[src/rtl/pixel_upscaler.sv]
// pixel_upscaler: walks a ROM image and streams a nearest-neighbour upscaled frame over valid/ready
module pixel_upscaler #(
  parameter int SRC_W      = 80,
  parameter int SRC_H      = 80,
  parameter int SCALE      = 3,
  parameter int PIXEL_SIZE = 16,
  parameter int ADDR_W     = $clog2(SRC_W*SRC_H)
) (
  input  logic                  clk,
  input  logic                  rst,
  input  logic                  start,
  output logic [ADDR_W-1:0]     mem_addr,
  input  logic [PIXEL_SIZE-1:0] mem_data,
  output logic [PIXEL_SIZE-1:0] pixel_data,
  output logic                  pixel_valid,
  input  logic                  pixel_ready,
  output logic                  busy,
  output logic                  frame_done
);
  localparam int XW = $clog2(SRC_W+1);
  localparam int YW = $clog2(SRC_H+1);
  localparam int RW = $clog2(SCALE+1);
  typedef enum logic [2:0] {IDLE, FETCH, LOAD, HOLD, DONE} state_t;
  state_t state, state_n;
  logic [XW-1:0] sx, sx_n;
  logic [YW-1:0] sy, sy_n;
  logic [RW-1:0] rx, rx_n, ry, ry_n;
  logic [ADDR_W-1:0] row_base, row_n;
  logic xfer, end_rx, end_x, end_y, last, can_start;
  always_comb begin
    xfer = pixel_valid && pixel_ready;
    can_start = (state == IDLE || state == DONE) && start;
    end_rx = rx == RW'(SCALE-1);
    end_x = end_rx && sx == XW'(SRC_W-1);
    end_y = end_x && ry == RW'(SCALE-1);
    last = end_y && sy == YW'(SRC_H-1);
    rx_n = end_rx ? '0 : rx + 1'b1;
    sx_n = !end_rx ? sx : end_x ? '0 : sx + 1'b1;
    ry_n = !end_x ? ry : end_y ? '0 : ry + 1'b1;
    sy_n = !end_y ? sy : last ? '0 : sy + 1'b1;
    row_n = !end_y ? row_base : last ? '0 : row_base + ADDR_W'(SRC_W);
    state_n = state;
    if (state == IDLE || state == DONE) state_n = start ? FETCH : state;
    else if (state == FETCH) state_n = LOAD;
    else if (state == LOAD) state_n = HOLD;
    else if (xfer) state_n = last ? DONE : end_rx ? FETCH : HOLD;
  end
  always_ff @(posedge clk) begin
    if (!rst) begin
      state <= IDLE;
      sx <= '0;
      sy <= '0;
      rx <= '0;
      ry <= '0;
      row_base <= '0;
      mem_addr <= '0;
      pixel_data <= '0;
      pixel_valid <= 1'b0;
    end else begin
      state <= state_n;
      if (can_start) begin
        sx <= '0;
        sy <= '0;
        rx <= '0;
        ry <= '0;
        row_base <= '0;
        mem_addr <= '0;
      end
      if (state == LOAD) begin
        pixel_data <= mem_data;
        pixel_valid <= 1'b1;
      end
      if (state == HOLD && xfer) begin
        sx <= sx_n;
        sy <= sy_n;
        rx <= rx_n;
        ry <= ry_n;
        row_base <= row_n;
        if (end_rx) begin
          pixel_valid <= 1'b0;
          mem_addr <= row_n + ADDR_W'(sx_n);
        end
      end
    end
  end
  assign busy = !(state == IDLE || state == DONE);
  assign frame_done = state == DONE;
endmodule

[config.mk]
export PLATFORM = sky130hd
export DESIGN_NAME = pixel_upscaler
export DESIGN_NICKNAME = d
export VERILOG_FILES = /design/src/rtl/pixel_upscaler.sv
export SDC_FILE = /design/constraint.sdc
export NUM_CORES = 1
export LEC_CHECK = 0
export BUFFER_PORTS_ARGS = -buffer_cell sky130_fd_sc_hd__clkbuf_2
export CORE_MARGIN = 2
export CORE_UTILIZATION = 40
export CTS_CLUSTER_DIAMETER = 120
export CTS_CLUSTER_SIZE = 28
export DETAILED_ROUTE_END_ITERATION = 10
export PLACE_DENSITY = 0.6
export SLEW_MARGIN = 40
export SYNTH_ARGS = -nofsm -noshare
export SYNTH_HDL_FRONTEND = slang
export SYNTH_SLANG_ARGS = --single-unit
[constraint.sdc]
create_clock -name clk -period 4.1 [get_ports clk]
set_input_delay 1.23 -clock clk [delete_from_list [all_inputs] [get_ports clk]]
set_output_delay 1.23 -clock clk [all_outputs]
set_load 0.02 [all_outputs]
Word level (Yosys, flattened, before mapping)
Cells that the tools add are included.
{"block": "totals", "output_inout_bits": 32, "ff_bits": 64, "word_cells": 70, "in_bits": 20}
{"block": "classes", "reduce_logical": 14, "n_eq_ne": 11, "n_addsub": 6, "n_mux": 30}
{"cell": "2-to-1 mux 13 bit", "n": 7}
{"cell": "2-to-1 mux 7 bit", "n": 7}
{"cell": "2-to-1 mux 3 bit", "n": 6}
{"cell": "adder 7 x 1 -> 7 bit (second input constant)", "n": 2}
{"cell": "equality test 7 bit (second input constant)", "n": 2}
{"cell": "2-to-1 mux 2 bit", "n": 7}
{"cell": "adder 13 x 7 -> 13 bit", "n": 1}
{"cell": "adder 13 x 7 -> 13 bit (second input constant)", "n": 1}
{"cell": "equality test 3 x 2 -> 1 bit (second input constant)", "n": 2}
{"cell": "logical AND 1 bit", "n": 6}
{"cell": "inequality test 2 bit (second input constant)", "n": 3}
{"cell": "AND reduction 2 bit", "n": 3}
{"cell": "adder 2 x 1 -> 2 bit (second input constant)", "n": 2}
{"cell": "equality test 2 bit (second input constant)", "n": 2}
{"cell": "nonzero test 4 bit", "n": 1}
{"cell": "equality test 3 x 1 -> 1 bit (second input constant)", "n": 1}
{"cell": "equality test 3 bit (second input constant)", "n": 1}
{"cell": "logical NOT 3 bit", "n": 1}
{"cell": "2-to-1 mux 1 bit", "n": 3}
{"cell": "nonzero test 2 bit", "n": 1}
{"cell": "logical NOT 1 bit", "n": 1}
{"cell": "logical OR 1 bit", "n": 1}

Logic depth before layout (Yosys ltp)
Gate-level depths: netlist of run 1.
{"block": "logic_depth", "depth_word": 9, "depth_mapped": 14, "ltp_nobuf": 13}

Worst setup path before layout of run 1
Ideal clock, no wire load.
{"block": "synth_path", "kind": "reg2reg", "from": "register sx[0]", "to": "register mem_addr[11]", "synth_period_minus_slack_ns": 3.222, "t_required_ns": 4.013, "arrival_time_ns": 3.135, "stages_incl_launch_ff": 14, "n_path_buf": 1, "setup_ns": 0.087, "path_slack_ns": 0.878, "path_cell_list": "dfxtp_1 ha_1 nand3b_2 or4_4 buf_6 nand2_1 o21ai_0 ha_1 inv_1 o22ai_1 o21ai_0 or4_1 o21a_1 o31ai_1"}
{"block": "synth_via", "elab_chain_cells": 9, "word_cells_on_any_way": 12, "cone_classes": "2 x add/sub; 1 x eq/ne; 6 x mux; 3 x reduce/logical"}
{"element": "start: declaration", "line_no": "25", "source": "logic [XW-1:0] sx, sx_n;"}
{"element": "start signal: assignment", "line_no": "74", "source": "sx <= sx_n;"}
{"element": "parallel branches: the longest is 6 deep, another holds adder 7 x 1 -> 7 bit"}
{"element": "adder 13 x 7 -> 13 bit (*)", "line_no": "81", "source": "mem_addr <= row_n + ADDR_W'(sx_n);"}
{"element": "2-to-1 mux 13 bit (*)", "line_no": "79", "source": "if (end_rx) begin"}
{"element": "2-to-1 mux 13 bit (*)", "line_no": "73", "source": "if (state == HOLD && xfer) begin"}
{"element": "end signal: assignment", "line_no": "81"}
{"element": "end: declaration", "line_no": "12", "source": "output logic [ADDR_W-1:0] mem_addr,"}
Every way passes the cells marked *.
A chain may end at the register's enable or synchronous reset.

Final worst setup path of run 1
Same ends and word-level chain as after synthesis.

==> results of run 1 <==
kinds of logic (layout without fill, tap and decap cells):
kind of cell | after synthesis | in the layout | synth area share
and+or+nand+nor | 211 | 211 | 0.312
AOI/OAI and AO/OA | 127 | 127 | 0.237
DFF | 64 | 64 | 0.360
buffers and inverters | 27 | 78 | 0.0306
adders and majority gates | 11 | 11 | 0.0408
xor gates and xnor gates | 8 | 8 | 0.0197
sequential cells by signal, indices dropped and copies added, names as in the netlist:
register,flops
pixel_data,16
mem_addr,13
row_base,13
sx,7
sy,7
state,3
rx,2
ry,2
pixel_valid,1
path summary, 6_finish.rpt:
| kind | start | slack [ns] | to |
|---|---|---|---|
| worst max-delay path | sx[0] | 0.55 | mem_addr[11] |
| worst min-delay path | mem_addr[11] | 0.45 | mem_addr[11] |
| worst max register to register | sx[0] | 0.55 | mem_addr[11] |
| worst min register to register | mem_addr[11] | 0.45 | mem_addr[11] |
critical path, cell delays in order (launching register included):
cell and delay, ns:
sky130_fd_sc_hd__dfxtp_1 0.39, sky130_fd_sc_hd__ha_1 0.18, sky130_fd_sc_hd__nand3b_2 0.23, sky130_fd_sc_hd__or4_4 0.65, sky130_fd_sc_hd__nand2_1 0.09, sky130_fd_sc_hd__o21ai_0 0.11
sky130_fd_sc_hd__ha_1 0.35, sky130_fd_sc_hd__nand3_1 0.09, sky130_fd_sc_hd__o22ai_1 0.19, sky130_fd_sc_hd__o21ai_0 0.21, sky130_fd_sc_hd__or4_1 0.60, sky130_fd_sc_hd__o21a_1 0.19
sky130_fd_sc_hd__o31ai_1 0.17
metrics by stage:
stage	hold WS [ns]	area, um^2	cells
2_1_floorplan	0.421	3560	448
3_3_place_gp	0.440	3920	591
3_5_place_dp	0.439	3930	591
4_1_cts	0.456	4130	607
5_1_grt	0.488	4130	607
6_report	0.454	4130	607
power groups by stage:
stage / logic [mW] / clock network (mW) / registers [mW]
after CTS: 0.103 / 0.584 / 0.645
after detailed placement: 0.102 / 0 / 0.660
after global routing: 0.112 / 0.612 / 0.647
after floorplan: 0.0562 / 0 / 0.666
after global placement: 0.100 / 0 / 0.658
final: 0.101 / 0.562 / 0.645
Yosys cell counts, types with 7 or more instances:
cell,number,area (um^2)
sky130_fd_sc_hd__nand2_1,71,267
sky130_fd_sc_hd__dfxtp_1,64,1280
sky130_fd_sc_hd__nand3_1,34,170
sky130_fd_sc_hd__a21boi_0,33,248
sky130_fd_sc_hd__o21ai_0,28,140
sky130_fd_sc_hd__and2_1,24,150
sky130_fd_sc_hd__nor2_1,22,82.6
sky130_fd_sc_hd__clkbuf_1,21,78.8
sky130_fd_sc_hd__a21oi_1,20,100
sky130_fd_sc_hd__ha_1,10,125
sky130_fd_sc_hd__nor2b_1,10,62.6
sky130_fd_sc_hd__and3_1,9,56.3
sky130_fd_sc_hd__o31ai_1,8,60.1
sky130_fd_sc_hd__nor3_1,7,35.0
sky130_fd_sc_hd__or3_1,7,43.8
metal layers:
layer  vias to the layer above  routed length (um)  part of all wire  GRT usage
met4                         0                 148             0.017     0.0685
met5                         -                   0                 0          0
met3                         8                 408             0.047     0.0523
li1                       1691                   -                 -          -
met2                        66                4050              0.47      0.293
met1                      1536                4020              0.47      0.246
layout make-up:
type,instances,area [um^2],area share
Multi-Input combinational cell,357,2190,0.530
Clock inverter,7,78.8,0.0191
Timing Repair Buffer,58,308,0.0746
Sequential cell,64,1280,0.310
Tap cell,108,135,0.0327
Clock buffer,9,124,0.0300
Inverter,4,15.0,0.00364
==> summary by stage, run 1 <==
Hold path
The min-delay analysis places its worst path in the category register to register. The instance count along the most critical hold path is 2.

Finish
The top cell types in the final layout, fill and taps aside, are sky130_fd_sc_hd__nand2_1 (71), sky130_fd_sc_hd__dfxtp_1 (64), sky130_fd_sc_hd__clkbuf_2 (51), sky130_fd_sc_hd__nand3_1 (34), sky130_fd_sc_hd__a21boi_0 (33). The final core area utilization is 0.476. The area added between synthesis and finish is 16.0%. Leaving out fill and tap cells, the most frequent cell in the layout is sky130_fd_sc_hd__nand2_1. Counting the fill cells in the layout gives 882. The repair_antennas step left the layout with diodes totalling 0.

In the final layout, the share of cells above drive strength 1 is 0.172. After the last flow step, the layout net total stands at 525.

Detailed routing
Summing over every cut layer, the via total after detailed routing is 3301. Summed over all layers, the routed wires come to 8630 um. The detailed router finished its first iteration with 144 violations.

For this run, the detailed router's first-pass iteration total came to 4. The detailed-route vias per instance is 5.44. In the final routed layout, each cell accounts on average for 14.2 um. The count of nets left with antenna violations after detail routing is 0. The number of remaining DRC errors is 0.

Critical path
At the worst endpoint, the arrival time is 3.81 ns. STA classifies the critical path endpoint as a register. The type of the setup path with the least slack is register to register. The launching element type of the critical path is a register.

The largest fanout on the critical path is 10. The required time at the endpoint of the critical path is 4.36 ns. The number of cell instances on the worst register-to-register path is 12.

Power and ir drop
Dividing total power by cell area gives a power density of 317 nW/um^2. The relative contribution of the clock network to total power is 0.430. IR analysis of the VDD net gives a maximum drop of 0.000187 V. For this design the static power due to leakage is 1.64 nW. The total net switching power is 352 uW. The proportion of power drawn by flip-flops and latches is 0.493. Power comes to 1.31 mW.

The cell-internal power is 956 uW. Of the total power, the share spent switching nets is 0.269. The combinational share of power is 0.077.

Clocking
Hold repair after CTS inserted 0 buffers. The longest clock path from root to sink contains 2 buffers. The number of clock sinks is 64. For the worst-skew pair, the clock arrives at the later sink with an insertion delay of 0.35 ns. The H-tree was split into 3 levels. In this run the post-CTS setup repair buffer count came out at 0.

The number of buffers added by the clock tree synthesis step is 9. The clock-pin slew of the registers on the worst-case setup and hold paths is 0.08 ns. The CTS tree is built. The clock root buffer master is sky130_fd_sc_hd__clkbuf_8. The post-cts resize count is 0.

Timing
The number of pins exceeding their max-slew limit in the final report is 0. The count of final hold-check violations is 0. Across the routed clock network, the largest skew measured is 0.00859 ns. The worst relative slew slack is 0.454. The worst setup margin is 0.553 ns.

The final total negative setup slack is 0 ns. The final cycle utilization of the critical path is 0.865. Setup repair after global routing left no endpoint under its margin. The total setup violations reported at the end of the flow is 0. Subtracting the final worst setup slack from the clock period gives 3.55 ns. The highest clock frequency the design can meet is 282 MHz.

The transition time at the pin with the least slew margin is 0.812 ns.

Status
The run finished with clean final reports.

Synthesis
After synthesis, the mean cell area works out to 7.94 um^2. The register bit count reported by yosys is 64. The async set-or-reset flop fraction in the synthesized netlist is 0.

Yosys mapped the design onto 54 distinct sky130hd cell types. The synthesized cell area is 3560 um^2. In this run, synthesis inferred 0 flip-flops with an integrated enable. The share of synthesized area occupied by flip-flops and latches is 0.360. Synthesis produced a netlist with a net count of 479. The most used flip-flop cell after synthesis is sky130_fd_sc_hd__dfxtp_1. The number of warnings reported in the yosys synthesis log is 0. Synthesis produced a netlist whose cell count is 448.

Place
OpenSTA, run right after detailed placement, puts the worst setup slack at 0.616 ns. The final weighted congestion in routability-driven placement is 0.857. Input and output buffers added on the ports amount to 51. The detailed-placement wirelength estimate is 6270 um.

Floorplanning
The starting density of the core is 0.410. The area of the die is 9660 um^2. The number of rows created at floorplan is 34. In this run the horizontal extent of the chip is 98.3 um. The total area inside the core boundary comes to 8680 um^2.

During I/O placement, the number of pins put on the boundary was 52. The die is 98.3 um tall.

GRT
The residual overflow from global routing is 0. The global router's overall resource usage is 0.187. The global-route wire length before repair is 14700 um. The via count of the first global-routing pass came to 3024. The number of antenna violations at the first check in global routing was 0. The pin count of the biggest net entering global routing is 33.

Job
The number of maximum-capacitance violations is 0.
Power figures use the tool's default switching activity.
==> inputs of run 2 (changes only) <==
--- a/config.mk
+++ b/config.mk
@@ -5,13 +5,13 @@
 export SDC_FILE = /design/constraint.sdc
 export NUM_CORES = 1
 export LEC_CHECK = 0
-export BUFFER_PORTS_ARGS = -buffer_cell sky130_fd_sc_hd__clkbuf_2
 export CORE_MARGIN = 2
 export CORE_UTILIZATION = 40
 export CTS_CLUSTER_DIAMETER = 120
 export CTS_CLUSTER_SIZE = 28
 export DETAILED_ROUTE_END_ITERATION = 10
-export PLACE_DENSITY = 0.6
+export DONT_BUFFER_PORTS = 1
+export PLACE_DENSITY = 0.55
 export SLEW_MARGIN = 40
 export SYNTH_ARGS = -nofsm -noshare
 export SYNTH_HDL_FRONTEND = slang
==> run 2 against run 1 <==
Clock skew increased by 0.00099 ns. Clock-buffer cell count unchanged. Worst hold slack improved by 0.0035 ns. Maximum frequency increased by 0.24%. Sequential power increased by 2%. Combinational power decreased by 41%. First-iteration DRC count decreased by 4.9%. Via count decreased by 4.8%. Final area decreased by 6.3%. Sequential share of layout area increased by 2.1 points. Cell count decreased by 8.6%. Sequential cell count unchanged.
==> summary by stage, run 2 (synthesis results as in run 1) <==
Clocking
The number of buffers between clock root and the deepest sink is 2. Counting the buffers created by CTS gives 9. The clock reaches the later pin of the worst-skew pair after 0.35 ns. The clock root buffer master is sky130_fd_sc_hd__clkbuf_8. The maximum level of the CTS H-tree is 3.

The count of buffers added by post-CTS timing repair for setup is 0. The post-cts resize count is 0. In this run, post-CTS hold repair placed 0 buffers. The clock-pin slew of the registers on the worst-case setup and hold paths is 0.08 ns. TritonCTS built the clock tree. CTS saw 64 sinks.

Place
At the end of routability-driven placement, the weighted congestion stood at 0.822. Buffers placed on the I/O ports in this run total 0. The detailed-placement wirelength estimate is 6110 um. Before CTS, the worst setup slack after placement is 0.574 ns.

Power and ir drop
Power spread over the standard cell area amounts to 333 nW/um^2. VDD sags by at most 0.000181 V. The static leakage is 1.41 nW.

Detailed routing
The first-pass iteration count of the detailed router is 4. The count of nets left with antenna violations after detail routing is 0. In the routed design, unresolved DRC markers number 0. After the first detailed-routing iteration, the DRC count stood at 137. The post-detailed-route wirelength per cell is 15.7 um. The aggregate routed wire length is 8730 um. Dividing the detail-routed via count by the number of cells gives 5.66.

The detailed-route via count is 3144.

Floorplanning
The die is 98.3 um wide. The starting density of the core is 0.410. The area of the die is 9660 um^2.

The number of rows created at floorplan is 34. The die boundary height is 98.3 um. In this run the count of I/O pins placed on the die edge is 52. In this run the standard cell core region covers 8680 um^2.

Critical path
The startpoint of the worst-slack reg-to-reg timing path is sx[0]. The critical path data arrival time is 3.81 ns. Setup slack on the worst reg-to-reg path comes out at 0.56 ns. Of all nets on the critical path, the largest fanout is 10. STA puts the critical path data required time at 4.38 ns. STA classifies the critical path startpoint as a register. The terminus of the critical flop-to-flop path is mem_addr[11]. The worst register-to-register path has a depth of 12. STA classifies the critical path endpoint as a register.

The critical path is of the register to register type.

Status
The flow ran to the end, and the final reports show no timing, DRC or antenna violations.

Finish
The register with the most flip-flops in the layout has 16 of them. The register containing the most flip-flops in the final layout is pixel_data. In the layout the commonest cells are sky130_fd_sc_hd__nand2_1 (71), sky130_fd_sc_hd__dfxtp_1 (64), sky130_fd_sc_hd__nand3_1 (34), sky130_fd_sc_hd__a21boi_0 (32), sky130_fd_sc_hd__o21ai_0 (28). The largest registers in the layout are pixel_data (16), mem_addr (13), row_base (13). The share of cells above drive strength 1 is 0.0761. For this run, the post-layout net count is 473. After filler insertion, the fill cell instance count of the layout stands at 897. The number of inserted diodes is 0.

The area added between synthesis and finish is 8.69%. The most frequent standard cell in the layout excluding fill and tap cells is sky130_fd_sc_hd__nand2_1.

Timing
In the finished design, the share of the clock period the worst path needs comes to 0.863. Setup repair after global routing left no endpoint under its margin. The count of final hold-check violations was 0. The final total negative setup slack is 0 ns.

The worst relative slew slack is 0.558. The transition time at the pin with the least slew margin is 0.661 ns. The worst setup margin is 0.561 ns. Between clock sinks in the finished design, the worst skew comes to 0.00958 ns. The highest clock frequency the design can meet is 283 MHz. The total setup violations reported at the end of the flow is 0.

After layout, the minimum clock period comes to 3.54 ns. The number of pins exceeding their max-slew limit in the final report is 0.

GRT
The number of antenna violations at the first check in global routing is 0. The pin count of the biggest net entering global routing is 59. After global routing the overflow that remains totals 0.

In the global route stage, overall resource usage came out at 0.189. The first global-routing pass estimated 15000 um of wire. The via count of the first global-routing pass is 3010.

Hold path
For hold timing, the worst endpoint is row_base[2]. Counting instances, the worst hold path has a depth of 1. In this run the most critical hold path is launched from row_base[2]. The worst min-delay path class is register to register.

Job
The number of maximum-capacitance violations is 0.
-- run 2: worst max-delay path by stage --
stage                     start      endpoint  slack, ns
after floorplan           sx[0]  mem_addr[11]       0.88
after global placement    sx[0]  mem_addr[11]       0.68
after detailed placement  sx[0]  mem_addr[11]       0.57
after CTS                 sx[0]  mem_addr[11]       0.56
after global routing      sx[1]  mem_addr[11]       0.33
final                     sx[0]  mem_addr[11]       0.56
-- run 2: layout make-up --
class / count / area [um^2] / share of cell area
Sequential cell: 64 / 1280 / 0.331
Inverter: 4 / 15.0 / 0.00388
Multi-Input combinational cell: 357 / 2190 / 0.565
Clock buffer: 9 / 124 / 0.0320
Tap cell: 108 / 135 / 0.0350
Clock inverter: 7 / 80.1 / 0.0207
Timing Repair Buffer: 6 / 45.0 / 0.0117
-- run 2: through the flow --
stage          hold slack, ns  instance area [um^2]  utilization  cells  total power [mW]
6_report                0.458                  3870        0.446    555              1.29
5_1_grt                 0.480                  3870        0.446    555              1.34
4_1_cts                 0.463                  3870        0.446    555              1.31
3_5_place_dp            0.440                  3660        0.422    539             0.734
3_3_place_gp            0.435                  3650        0.421    539             0.732
2_1_floorplan           0.421                  3560            -    448             0.722
-- run 2: routing by layer --
metal	part of all wire	vias to the layer above	track usage
met5	0	-	0
met3	0.039	13	0.0387
met1	0.47	1469	0.248
li1	-	1599	-
met2	0.47	63	0.299
met4	0.022	0	0.0864
-- run 2: critical path, cell delays in order, from the launching register on --
cell	delay (ns)
sky130_fd_sc_hd__dfxtp_1	0.39
sky130_fd_sc_hd__ha_1	0.18
sky130_fd_sc_hd__nand3b_2	0.24
sky130_fd_sc_hd__or4_4	0.64
sky130_fd_sc_hd__nand2_1	0.10
sky130_fd_sc_hd__o21ai_0	0.12
sky130_fd_sc_hd__ha_1	0.36
sky130_fd_sc_hd__nand3_1	0.09
sky130_fd_sc_hd__o22ai_1	0.19
sky130_fd_sc_hd__o21ai_0	0.22
sky130_fd_sc_hd__or4_1	0.59
sky130_fd_sc_hd__o21a_1	0.18
sky130_fd_sc_hd__o31ai_1	0.17
-- run 2: where the power goes --
part | switching [mW] | internal, mW
logic | 0.0374 | 0.0217
registers | 0.0251 | 0.633
clock network | 0.284 | 0.287
total | 0.346 | 0.942
==> inputs of run 3 (changes only) <==
--- a/config.mk
+++ b/config.mk
@@ -5,14 +5,17 @@
 export SDC_FILE = /design/constraint.sdc
 export NUM_CORES = 1
 export LEC_CHECK = 0
+export CELL_PAD_IN_SITES_DETAIL_PLACEMENT = 1
+export CELL_PAD_IN_SITES_GLOBAL_PLACEMENT = 1
 export CORE_MARGIN = 2
 export CORE_UTILIZATION = 40
 export CTS_CLUSTER_DIAMETER = 120
 export CTS_CLUSTER_SIZE = 28
 export DETAILED_ROUTE_END_ITERATION = 10
 export DONT_BUFFER_PORTS = 1
-export PLACE_DENSITY = 0.55
+export PLACE_DENSITY = 0.7
 export SLEW_MARGIN = 40
 export SYNTH_ARGS = -nofsm -noshare
 export SYNTH_HDL_FRONTEND = slang
 export SYNTH_SLANG_ARGS = --single-unit
+export TNS_END_PERCENT = 5
==> run 3 against run 2 <==
Sequential power barely moved. Combinational power up 3%. Final area is 0.58% higher. Clock skew rose by 0.00087 ns. First-iteration DRC count is 46% lower. Die area did not move. Global-route usage up 2.1 points.
==> summary by stage, run 3 (synthesis results as in run 1) <==
Finish
The register containing the most flip-flops in the final layout is pixel_data. The largest registers in the layout are pixel_data (16), mem_addr (13), row_base (13). Across the whole layout, storage elements account for 1280 um^2. In the layout the commonest cells are sky130_fd_sc_hd__nand2_1 (71), sky130_fd_sc_hd__dfxtp_1 (64), sky130_fd_sc_hd__nand3_1 (34), sky130_fd_sc_hd__a21boi_0 (33), sky130_fd_sc_hd__o21ai_0 (28).

The library cell used most frequently in the layout, excluding fill and tap cells, is sky130_fd_sc_hd__nand2_1. In the final layout, the share of cells above drive strength 1 is 0.0761. Fill cells in the final layout number 1117. The number of inserted diodes is 0. At the end of the flow, the number of nets in the layout was 473.

The area added between synthesis and finish is 9.32%. The register with the most flip-flops in the layout has 16 of them. Summing all multi-input logic gate instances after layout gives 2190 um^2.

Floorplanning
From bottom edge to top edge, the die measures 98.3 um. The area inside the core boundary is 8680 um^2. The starting density of the core is 0.410. The die is 98.3 um wide.

The number of rows created at floorplan is 34. The die covers 9660 um^2. 52 I/O pins were placed.

GRT
The via count of the first global-routing pass is 3315. The global router's overall resource usage is 0.210. The global-route wire length before repair is 16600 um. The number of antenna violations at the first check in global routing is 0. The pin count of the biggest net entering global routing is 59. For this run the aggregate overflow at the end of global routing stands at 0.

Power and ir drop
Overall power consumption after layout is estimated at 1.35 mW. The proportion of power drawn by flip-flops and latches is 0.486. The worst-case IR drop observed on VDD is 0.000152 V. The switching share of power is 0.259. The power per cell area is 348 nW/um^2.

The cell-internal power is 1.00 mW. For this design the static power due to leakage is 1.43 nW. The analysis attributes to net switching a power of 351 uW.

The share of total power dissipated in combinational logic is 0.045. The share of total power dissipated in the clock network is 0.469.

Status
The run finished with clean final reports.

Timing
The worst pin sits at a relative slew slack of 0.501. The final cycle utilization of the critical path is 0.875. The final total negative setup slack is 0 ns. The final-layout worst hold slack is 0.461 ns.

Setup repair after global routing left no endpoint under its margin. For this run, the top clock speed supported by timing is 279 MHz. The number of pins exceeding their max-slew limit in the final report came to 0. The transition time at the pin with the least slew margin is 0.742 ns.

The count of final hold-check violations came to 0. Setup violations remaining at the end of the flow were counted as 0. For the final database, setup skew stands at 0.0105 ns.

After layout, the minimum clock period comes to 3.59 ns.

Clocking
The count of hold-fix buffers inserted at cts is 0. The CTS tree is built. The number of buffers between clock root and the deepest sink is 2.

The maximum level of the CTS H-tree is 3. The clock root buffer master is sky130_fd_sc_hd__clkbuf_8. The insertion delay to the later sink of the worst-skew pair is 0.35 ns. Clock-pin slew was measured on the worst setup and hold paths at 0.08 ns.

The number of clock sinks is 64. The number of clock buffers added by TritonCTS is 9. Once the clock tree was built, the setup fixing pass inserted 0 buffers. The post-cts resize count is 0.

Detailed routing
After detailed routing, the number of vias per cell comes to 5.81. In this run the remaining antenna-violating nets after routing total 0. The first-pass iteration count of the detailed router is 4.

After detailed routing, the total wire length is 9600 um. The post-detailed-route wirelength per cell is 17.3 um. The detailed-route via count is 3224. The number of violations reported at the end of detailed-routing iteration 0 is 74. The number of remaining DRC errors is 0.

Critical path
The launching element type of the critical path is a register. The required time at the endpoint of the critical path is 4.37 ns. The type of the setup path with the least slack is register to register.

The critical path data arrival time is 3.85 ns. Of all nets on the critical path, the largest fanout is 10. The endpoint type of the worst setup path is a register.

Place
The final weighted congestion in routability-driven placement is 0.837. The HPWL after detailed placement is 6810 um. The count of buffers added on input and output ports is 0.

Job
The number of maximum-capacitance violations is 0.

Hold path
The worst min-delay path class is register to register.
==> run 3: area by class of cell <==
type,count,share of cell area
clock buffer,9,0.0319
clock inverter,7,0.0264
inverter,4,0.00386
multi-input combinational,357,0.562
sequential,64,0.329
tap,108,0.0347
timing repair buffer,6,0.0116
==> run 3: final timing paths <==
kind                                endpoint  slack, ns   startpoint  depth (start not counted)
worst min register to register   row_base[1]       0.46  row_base[1]                          1
worst max-delay path            mem_addr[11]       0.51        sx[0]                         12
worst min-delay path             row_base[1]       0.46  row_base[1]                          1
worst max register to register  mem_addr[11]       0.51        sx[0]                         12
==> run 3: power groups by stage <==
stage	clock [mW]	combinational (mW)	sequential, mW
after floorplan	0	0.0562	0.666
after global placement	0	0.0593	0.673
after detailed placement	0	0.0628	0.674
after CTS	0.650	0.0629	0.659
after global routing	0.679	0.0706	0.661
final	0.635	0.0611	0.659
==> run 3: metal layers <==
layer | GRT usage | wire length [um] | up-vias
met5 | 0 | 0 | -
met1 | 0.272 | 4420 | 1579
met2 | 0.353 | 4800 | 39
met3 | 0.0351 | 242 | 11
li1 | - | - | 1595
met4 | 0.0748 | 144 | 0
==> run 3: worst max-delay path, cell delays in order (launching register included) <==
cell and delay [ns]:
sky130_fd_sc_hd__dfxtp_1 0.39, sky130_fd_sc_hd__ha_1 0.18, sky130_fd_sc_hd__nand3b_2 0.24, sky130_fd_sc_hd__or4_4 0.64
sky130_fd_sc_hd__nand2_1 0.10, sky130_fd_sc_hd__o21ai_0 0.13, sky130_fd_sc_hd__ha_1 0.36, sky130_fd_sc_hd__nand3_1 0.09
sky130_fd_sc_hd__o22ai_1 0.19, sky130_fd_sc_hd__o21ai_0 0.22, sky130_fd_sc_hd__or4_1 0.59, sky130_fd_sc_hd__o21a_1 0.19
sky130_fd_sc_hd__o31ai_1 0.18
==> run 3: per-stage QoR <==
step | setup WS, ns | util | instances | cell area, um^2
after detailed placement | 0.475 | 0.422 | 539 | 3660
final | 0.514 | 0.448 | 555 | 3890
after CTS | 0.472 | 0.448 | 555 | 3890
after global placement | 0.655 | 0.421 | 539 | 3650
after floorplan | 0.878 | - | 448 | 3560
after global routing | 0.112 | 0.448 | 555 | 3890
